**config.mk**
```make
export PLATFORM = sky130hd
export DESIGN_NAME = mips_mc_control
export DESIGN_NICKNAME = d
export VERILOG_FILES = /design/src/rtl/mips_mc_control.sv
export SDC_FILE = /design/constraint.sdc
export NUM_CORES = 1
export LEC_CHECK = 0
export ABC_CLOCK_PERIOD_IN_PS = 2300
export CAP_MARGIN = 15
export CORE_MARGIN = 2
export CORE_UTILIZATION = 40
export CTS_CLUSTER_SIZE = 12
export DETAILED_ROUTE_END_ITERATION = 7
export PLACE_DENSITY_LB_ADDON = 0.12
export SYNTH_ARGS = -nofsm -noshare
export SYNTH_HDL_FRONTEND = slang
export SYNTH_SLANG_ARGS = --single-unit
```
**constraint.sdc**
```tcl
create_clock -name clk -period 2.3 [get_ports clk]
set_clock_uncertainty 0.05 [all_clocks]
set_input_delay 0.23 -clock clk [delete_from_list [all_inputs] [get_ports clk]]
set_output_delay 0.23 -clock clk [all_outputs]
set_load 0.02 [all_outputs]
```
**src/rtl/mips_mc_control.sv**
```systemverilog
// mips_mc_control -- main control unit of the multicycle MIPS core.
//
// Moore FSM that sequences the shared datapath (memory address mux, ALU
// operand muxes, PC source mux, writeback muxes, IR/PC/RF/memory write
// enables), plus the ALU decoder that produces ALUControl.
//
// Ports:
//   clk, rst     clock (rising edge) and synchronous active-high reset
//   Op, Funct    opcode and funct fields from the instruction register
//   Zero         ALU result == 0, used only while branching
//   IorD, MemWrite, IRWrite, RegDst, MemtoReg, RegWrite, ALUSrcA,
//   ALUSrcB, ALUControl, PCSrc, PCEn
//                datapath mux selects and write enables
//   illegal_op   one-cycle pulse on an undecodable opcode or funct
//   state_out    current state code, for debug
//
// Optional feature macro: MIPS_MC_BNE_EN -- when defined, bne (Op 0x05)
// branches with the inverted Zero condition; otherwise 0x05 is illegal.

module mips_mc_control #(
    parameter int unsigned OP_W      = 6,
    parameter int unsigned FUNCT_W   = 6,
    parameter int unsigned ALUCTRL_W = 3
) (
    input  logic                 clk,
    input  logic                 rst,
    input  logic [OP_W-1:0]      Op,
    input  logic [FUNCT_W-1:0]   Funct,
    input  logic                 Zero,
    output logic                 IorD,
    output logic                 MemWrite,
    output logic                 IRWrite,
    output logic                 RegDst,
    output logic                 MemtoReg,
    output logic                 RegWrite,
    output logic                 ALUSrcA,
    output logic [1:0]           ALUSrcB,
    output logic [ALUCTRL_W-1:0] ALUControl,
    output logic [1:0]           PCSrc,
    output logic                 PCEn,
    output logic                 illegal_op,
    output logic [3:0]           state_out
);

    typedef enum logic [3:0] {
        S_FETCH    = 4'd0,
        S_DECODE   = 4'd1,
        S_MEMADR   = 4'd2,
        S_MEMREAD  = 4'd3,
        S_MEMWB    = 4'd4,
        S_MEMWRITE = 4'd5,
        S_EXECUTE  = 4'd6,
        S_ALUWB    = 4'd7,
        S_BRANCH   = 4'd8,
        S_ADDIEXEC = 4'd9,
        S_ADDIWB   = 4'd10,
        S_JUMP     = 4'd11
    } state_t;

    localparam logic [OP_W-1:0] OP_RTYPE = OP_W'(6'h00);
    localparam logic [OP_W-1:0] OP_J     = OP_W'(6'h02);
    localparam logic [OP_W-1:0] OP_BEQ   = OP_W'(6'h04);
    localparam logic [OP_W-1:0] OP_BNE   = OP_W'(6'h05);
    localparam logic [OP_W-1:0] OP_ADDI  = OP_W'(6'h08);
    localparam logic [OP_W-1:0] OP_LW    = OP_W'(6'h23);
    localparam logic [OP_W-1:0] OP_SW    = OP_W'(6'h2B);

    localparam logic [FUNCT_W-1:0] FN_ADD = FUNCT_W'(6'h20);
    localparam logic [FUNCT_W-1:0] FN_SUB = FUNCT_W'(6'h22);
    localparam logic [FUNCT_W-1:0] FN_AND = FUNCT_W'(6'h24);
    localparam logic [FUNCT_W-1:0] FN_OR  = FUNCT_W'(6'h25);
    localparam logic [FUNCT_W-1:0] FN_SLT = FUNCT_W'(6'h2A);

    localparam logic [ALUCTRL_W-1:0] ALU_ADD = ALUCTRL_W'(3'b010);
    localparam logic [ALUCTRL_W-1:0] ALU_SUB = ALUCTRL_W'(3'b110);
    localparam logic [ALUCTRL_W-1:0] ALU_AND = ALUCTRL_W'(3'b000);
    localparam logic [ALUCTRL_W-1:0] ALU_OR  = ALUCTRL_W'(3'b001);
    localparam logic [ALUCTRL_W-1:0] ALU_SLT = ALUCTRL_W'(3'b111);

    state_t state_q, state_d;

    // Op is only valid in DECODE, so the lw/sw choice made in MEMADR
    // comes from a flag captured there.
    logic is_sw_q;

    logic                 op_ok;
    state_t               decode_tgt;
    logic                 funct_ok;
    logic [ALUCTRL_W-1:0] funct_ctrl;
    logic                 branch_cond;

    logic [1:0] alu_op;
    logic       alu_dec_en;
    logic       pc_write;
    logic       branch;

`ifdef MIPS_MC_BNE_EN
    logic bne_q;

    always_ff @(posedge clk) begin
        if (rst) begin
            bne_q <= 1'b0;
        end else if (state_q == S_DECODE) begin
            bne_q <= (Op == OP_BNE);
        end
    end

    assign branch_cond = bne_q ? ~Zero : Zero;
`else
    assign branch_cond = Zero;
`endif

    // Opcode decode: DECODE successor and legality.
    always_comb begin
        op_ok      = 1'b1;
        decode_tgt = S_FETCH;
        case (Op)
            OP_LW, OP_SW: decode_tgt = S_MEMADR;
            OP_RTYPE:     decode_tgt = S_EXECUTE;
            OP_BEQ:       decode_tgt = S_BRANCH;
`ifdef MIPS_MC_BNE_EN
            OP_BNE:       decode_tgt = S_BRANCH;
`endif
            OP_ADDI:      decode_tgt = S_ADDIEXEC;
            OP_J:         decode_tgt = S_JUMP;
            default:      op_ok      = 1'b0;
        endcase
    end

    // R-type funct decode; unknown funct keeps the add encoding.
    always_comb begin
        funct_ok   = 1'b1;
        funct_ctrl = ALU_ADD;
        case (Funct)
            FN_ADD:  funct_ctrl = ALU_ADD;
            FN_SUB:  funct_ctrl = ALU_SUB;
            FN_AND:  funct_ctrl = ALU_AND;
            FN_OR:   funct_ctrl = ALU_OR;
            FN_SLT:  funct_ctrl = ALU_SLT;
            default: funct_ok   = 1'b0;
        endcase
    end

    always_comb begin
        state_d = S_FETCH;
        case (state_q)
            S_FETCH:    state_d = S_DECODE;
            S_DECODE:   state_d = decode_tgt;
            S_MEMADR:   state_d = is_sw_q ? S_MEMWRITE : S_MEMREAD;
            S_MEMREAD:  state_d = S_MEMWB;
            S_EXECUTE:  state_d = funct_ok ? S_ALUWB : S_FETCH;
            S_ADDIEXEC: state_d = S_ADDIWB;
            default:    state_d = S_FETCH;
        endcase
    end

    always_ff @(posedge clk) begin
        if (rst) begin
            state_q <= S_FETCH;
            is_sw_q <= 1'b0;
        end else begin
            state_q <= state_d;
            if (state_q == S_DECODE) begin
                is_sw_q <= (Op == OP_SW);
            end
        end
    end

    // Moore outputs. Reset overrides last so that, whatever the state,
    // no write enable is active while rst is high.
    always_comb begin
        IorD       = 1'b0;
        MemWrite   = 1'b0;
        IRWrite    = 1'b0;
        RegDst     = 1'b0;
        MemtoReg   = 1'b0;
        RegWrite   = 1'b0;
        ALUSrcA    = 1'b0;
        ALUSrcB    = 2'b00;
        PCSrc      = 2'b00;
        illegal_op = 1'b0;
        alu_op     = 2'b00;
        alu_dec_en = 1'b1;
        pc_write   = 1'b0;
        branch     = 1'b0;

        case (state_q)
            S_FETCH: begin
                ALUSrcB  = 2'b01;
                IRWrite  = 1'b1;
                pc_write = 1'b1;
            end
            S_DECODE: begin
                ALUSrcB    = 2'b11;
                illegal_op = ~op_ok;
            end
            S_MEMADR: begin
                ALUSrcA = 1'b1;
                ALUSrcB = 2'b10;
            end
            S_MEMREAD: IorD = 1'b1;
            S_MEMWB: begin
                MemtoReg = 1'b1;
                RegWrite = 1'b1;
            end
            S_MEMWRITE: begin
                IorD     = 1'b1;
                MemWrite = 1'b1;
            end
            S_EXECUTE: begin
                ALUSrcA    = 1'b1;
                alu_op     = 2'b10;
                illegal_op = ~funct_ok;
            end
            S_ALUWB: begin
                RegDst   = 1'b1;
                RegWrite = 1'b1;
            end
            S_BRANCH: begin
                ALUSrcA = 1'b1;
                alu_op  = 2'b01;
                PCSrc   = 2'b01;
                branch  = 1'b1;
            end
            S_ADDIEXEC: begin
                ALUSrcA = 1'b1;
                ALUSrcB = 2'b10;
            end
            S_ADDIWB: RegWrite = 1'b1;
            S_JUMP: begin
                PCSrc    = 2'b10;
                pc_write = 1'b1;
            end
            default: alu_dec_en = 1'b0;
        endcase

        if (!alu_dec_en) begin
            ALUControl = '0;
        end else begin
            case (alu_op)
                2'b00:   ALUControl = ALU_ADD;
                2'b01:   ALUControl = ALU_SUB;
                default: ALUControl = funct_ctrl;
            endcase
        end

        PCEn = pc_write | (branch & branch_cond);

        if (rst) begin
            IorD       = 1'b0;
            MemWrite   = 1'b0;
            IRWrite    = 1'b0;
            RegDst     = 1'b0;
            MemtoReg   = 1'b0;
            RegWrite   = 1'b0;
            ALUSrcA    = 1'b0;
            ALUSrcB    = 2'b01;
            ALUControl = ALU_ADD;
            PCSrc      = 2'b00;
            PCEn       = 1'b0;
            illegal_op = 1'b0;
        end
    end

    assign state_out = state_q;

endmodule

```
# --- Word level (Yosys, flattened, before mapping) ---
# Cells that the tools add are included.
classes:
  n_eq_ne: 22
  n_mux: 35
  bitwise: 4
  reduce_logical: 12
op_table:
  columns: ["op", "count"]
  rows:
  - ["equality test 6 bit, second input constant", 7]
  - ["one-hot mux 4 bit (6 select lines)", 1]
  - ["2-to-1 mux 1 bit", 21]
  - ["one-hot mux 4 bit (5 select lines)", 1]
  - ["equality test 4 x 3 -> 1 bit, second input constant", 4]
  - ["equality test 4 bit, second input constant", 4]
  - ["2-to-1 mux 3 bit", 4]
  - ["one-hot mux 3 bit (4 select lines)", 1]
  - ["OR reduction 12 bit", 1]
  - ["equality test 4 x 2 -> 1 bit, second input constant", 2]
  - ["one-hot mux 2 bit (2 select lines)", 2]
  - ["OR reduction 2 bit", 4]
  - ["equality test 6 x 2 -> 1 bit, second input constant", 1]
  - ["equality test 6 x 3 -> 1 bit, second input constant", 1]
  - ["equality test 6 x 4 -> 1 bit, second input constant", 1]
  - ["zero test 6 bit", 1]
  - ["one-hot mux 2 bit (3 select lines)", 1]
  - ["one-hot mux 3 bit (2 select lines)", 1]
  - ["OR reduction 6 bit", 1]
  - ["OR reduction 5 bit", 1]
  - ["equality test 4 x 1 -> 1 bit, second input constant", 1]
  - ["zero test 4 bit", 1]
  - ["2-to-1 mux 2 bit", 2]
  - ["OR reduction 4 bit", 1]
  - ["7 further kinds", 8]
word_totals:
  reg_bits: 5
  inputBits: 15
  elab_cells: 75

# --- Longest topological paths before layout ---
logic_depth:
  word_depth: 6
  mapped_depth: 5
  depth_no_buf: 4

# --- Worst setup path after synthesis ---
# Ideal clock, no wire load.
synth_timing:
  kind: "reg-to-output"
  start: "reg state_q[1] (netlist: state_out[1])"
  end: "out ALUControl[2]"
  t_arrival_ns: 1.728
  t_required_ns: 2.020
  path_slack_ns: 0.292
  path_stages_with_launch: 4
  n_path_buf: 1
  path_cell_list: "dfxtp_1 -> clkbuf_1 -> nor4_1 -> o21bai_2"
synth_via:
  elab_chain_len: 6
synth_lines:
  columns: ["item", "line_no", "text"]
  rows:
  - ["from (decl)", "80", "state_t state_q, state_d;"]
  - ["from (signal assigned)", "162", "state_q <= state_d;"]
  - ["equality test 4 bit or equality test 4 x 3 -> 1 bit (tied branches)", "187", "case (state_q)"]
  - ["one-hot mux 2 bit (2 select lines)", "187", null]
  - ["equality test 2 x 1 -> 1 bit or zero test 2 bit (tied branches)", "240", "case (alu_op)"]
  - ["one-hot mux 3 bit (2 select lines)", "240", null]
  - ["2-to-1 mux 3 bit *", "237", "if (!alu_dec_en) begin"]
  - ["2-to-1 mux 3 bit *", "249", "if (rst) begin"]
  - ["to (decl)", "38", "output logic [ALUCTRL_W-1:0] ALUControl,"]
# Mark *: on every way between the ends. The rest lies on a longest branch, timed or not.

# --- Worst setup path in the final report ---
layout_timing:
  start: "in Funct[2]"
  end: "out ALUControl[1]"
layout_via:
  elab_chain_len: 5
layout_lines:
  columns: ["item", "line_no", "text"]
  rows:
  - ["from (decl)", "28", "input logic [FUNCT_W-1:0] Funct,"]
  - ["equality test 6 bit", "134", "case (Funct)"]
  - ["one-hot mux 3 bit (4 select lines) *", "134", null]
  - ["one-hot mux 3 bit (2 select lines) *", "240", null]
  - ["2-to-1 mux 3 bit *", "237", null]
  - ["2-to-1 mux 3 bit *", "249", null]
# Marks and branches as above.

==> metrics.yaml <==
outcome:
  outcome: "finished clean"
critical_path:
  cp_top_family: "buffers and inverters"
  cpPeakStageDelay_ns: 0.54
  cp-end-kind: "output pin"
  r2r-start: "state_out[3]$_SDFF_PP0_"
  arrival_ns: 1.94
  startpoint_type: "input pin"
  crit_fanout: 2
  regToRegEndpoint: "state_out[1]$_SDFF_PP0_"
  crit_chain: "clkdlybuf4s50_1, buf_4, nor3b_2, a32oi_1, or2_2, clkdlybuf4s50_1"
  worstPathRequired_ns: 2.02
  r2r_cells: 4
  crit_top_cell: "clkdlybuf4s50_1"
  crit_buf_inv: 3
  regToRegSetupSlack_ns: 0.84
  crit_path_top_delay_cell: "clkdlybuf4s50_1"
  crit_type: "in -> out"
timing:
  slew_violations: 0
  slew_headroom_pct: 75.32
  fin_tns_setup_ns: 0
  fin_crit_sh_pct: 96.49
  timing.final.ws_setup_ns: 0.08077
  setup-violations-final: 0
  fmax_ghz: 0.4506
  rsz0062_at_grt: "false"
  tightest_slew_ns: 0.3668
  period_needed_ns: 2.219
  final_hold_viol_count: 0
placed_design:
  place.gp.congestion: 0.7975
  pre_cts_ws_ns: -0.1429
  placed_area_um2: 1075
  hpwlAfterDp_um: 1544
  port_buffers: 34
  dp.cells: 146
floorplan:
  die_h_um: 43.86
  core_area_um2: 1506
  die_x_um: 43.86
  dieArea_um2: 1924
  io_pins: 35
  initial_utilization_pct: 42.19
  rows: 14
layout:
  fin_area_um2: 1106
  num_antenna_cells: 0
  fin_cells: 150
  syn2layout_area_growth_pct: 74.02
  fin_util_pct: 73.42
  drive_gt1_share_pct: 21.64
  num-nets-final: 150
synthesis:
  ys_types: 42
  synth_nets: 102
  synth-edff-count: 0
  synth_most_common_cell: "nor2_1"
  syn_inst: 87
  yosys.area.top_type: "dfxtp_1"
  async_flop_share_pct: 0
  synth.area.top_cells: "dfxtp_1 (16%), nor2_1 (7.1%), nor3_1 (5.5%), nand2b_1 (4.9%), a21oi_1 (3.1%)"
  synthTopCellsByCount: "nor2_1 (12), nor3_1 (7), dfxtp_1 (5), nand2b_1 (5)"
  synth-main-ff-cell: "dfxtp_1"
  ys_seq_area_share_pct: 15.75
  synth.ff_latch_count: 5
  syn_area_um2: 635.6
  synth_area_per_cell_um2: 7.306
  synth.top_cell.area_share_pct: 15.75
  synth_warnings: 0
pwr:
  max-vdd-ir-drop_mv: 0.2735
  p_leak_uw: 0.0004395
  power_density_nw_per_um2: 292.6
route:
  drt_iter0_drc: 30
  routed_via_density: 5.667
  drc: 0
  ant_nets: 0
  drt_wl_total_um: 1945
  via_count: 850
  routed_wire_length_per_instance_um: 12.97
  first_pass_iters: 4
clock_tree:
  clk_pin_slew_ns: 0.04
  cts_buffer_depth: 2
  clockRootBuffer: "clkbuf_4"
  clock_latency_ns: 0.24
  cts_made_buffers: 3
  cts_tree: "yes"
  hold_buffers: 0
  cts.sinks: 5
  cts.htree.levels: 1
global_route:
  grt_pass1_vias: 792
  grt_max_degree: 16
  antenna_found_initial: 0
  grt_usage_pct: 22.16
  grt-ovfl-total: 0
  grt_pass1_wl_um: 3270
worst_hold_path:
  hold_end: "is_sw_q$_SDFFE_PP0P_"
  min-delay-start: "is_sw_q$_SDFFE_PP0P_"
  holdCritPathClass: "reg -> reg"
  whs_path_depth: 2
flow_run:
  cap_violations: 0
## kinds of logic (layout without fill, tap and decap cells)
logic type      Yosys count  in the layout  share of synthesized area [%]
flops                     5              5                          15.75
compound gates           25             25                          28.94
buf+inv                   8             55                          5.905
xor+xnor                  3              3                          4.135
simple gates             44             44                          41.93
mux                       2              2                          3.346
## per-layer routing
| metal | vias up | part of all wire (%) | track usage [%] |
|---|---|---|---|
| met5 | - | 0 | 0 |
| met4 | 0 | 0 | 5.455 |
| met3 | 0 | 6.4 | 3.750 |
| met2 | 43 | 54 | 41.47 |
| met1 | 382 | 40 | 25.63 |
| li1 | 425 | - | - |
## report_power, final
part	internal [uW]	switching [uW]
Combinational	69.0	59.5
Clock	65.7	37.4
Sequential	89.3	2.66
Total	224	99.6
## worst max path at each step
stage	slack (ns)	start	endpoint	cells past startpoint
floorplan	0.29	state_out[1]$_SDFF_PP0_	ALUControl[2]	3
global placement	-0.10	Funct[1]	ALUControl[0]	5
detailed placement	-0.14	Funct[1]	ALUControl[0]	5
CTS	0.02	Funct[2]	ALUControl[1]	6
global route	0.006	Funct[2]	ALUControl[1]	6
finish	0.08	Funct[2]	ALUControl[1]	6
## cell type report
type                       count  area [um^2]
sequential                     5        101.3
multi-input combinational     74        503.0
inverter                       3        11.26
tap                           16        20.02
fill                         138        400.4
clock buffer                   4        26.28
timing repair buffer          48        444.2
## cell usage in the layout (no fill, tap or decap), types with 2 or more instances in the layout
master            n
clkdlybuf4s50_1  30
buf_4            14
nor2_1           12
nor3_1            7
nand2b_1          5
a21oi_1           4
dfxtp_1           4
inv_1             3
nor4_1            3
o21ai_0           3
nand3_1           3
clkbuf_4          3
dlygate4sd2_1     3
or2_2             2
o21bai_1          2
a32oi_1           2
xor2_1            2
nand2_1           2
o22a_1            2
## flip-flops by register name, summed over array words and instances, names as in the netlist
signal	cells
is_sw_q	1
state_out	4
## through the flow
| stage | hold slack [ns] | total power, uW |
|---|---|---|
| after floorplan | 0.2631 | 149.9 |
| after global placement | 0.4697 | 218.9 |
| after detailed placement | 0.4740 | 221.0 |
| after CTS | 0.5367 | 325.3 |
| after global routing | 0.5849 | 344.8 |
| final | 0.5312 | 323.6 |
## what timing repair did
item / CTS / global route
gates resized for setup: 4 / 2
endpoints found under the setup margin: 3 / 2
buffers inserted: 0 / 0
gates cloned: 0 / 0
## worst register-to-register path, cell delays in order, from the launching register on
cell     delay, ns
dfxtp_1       0.35
or4b_4        0.57
nor3_4        0.16
o21ai_1       0.09
a31oi_1       0.17
No activity file was read; power rests on OpenSTA's default activity.
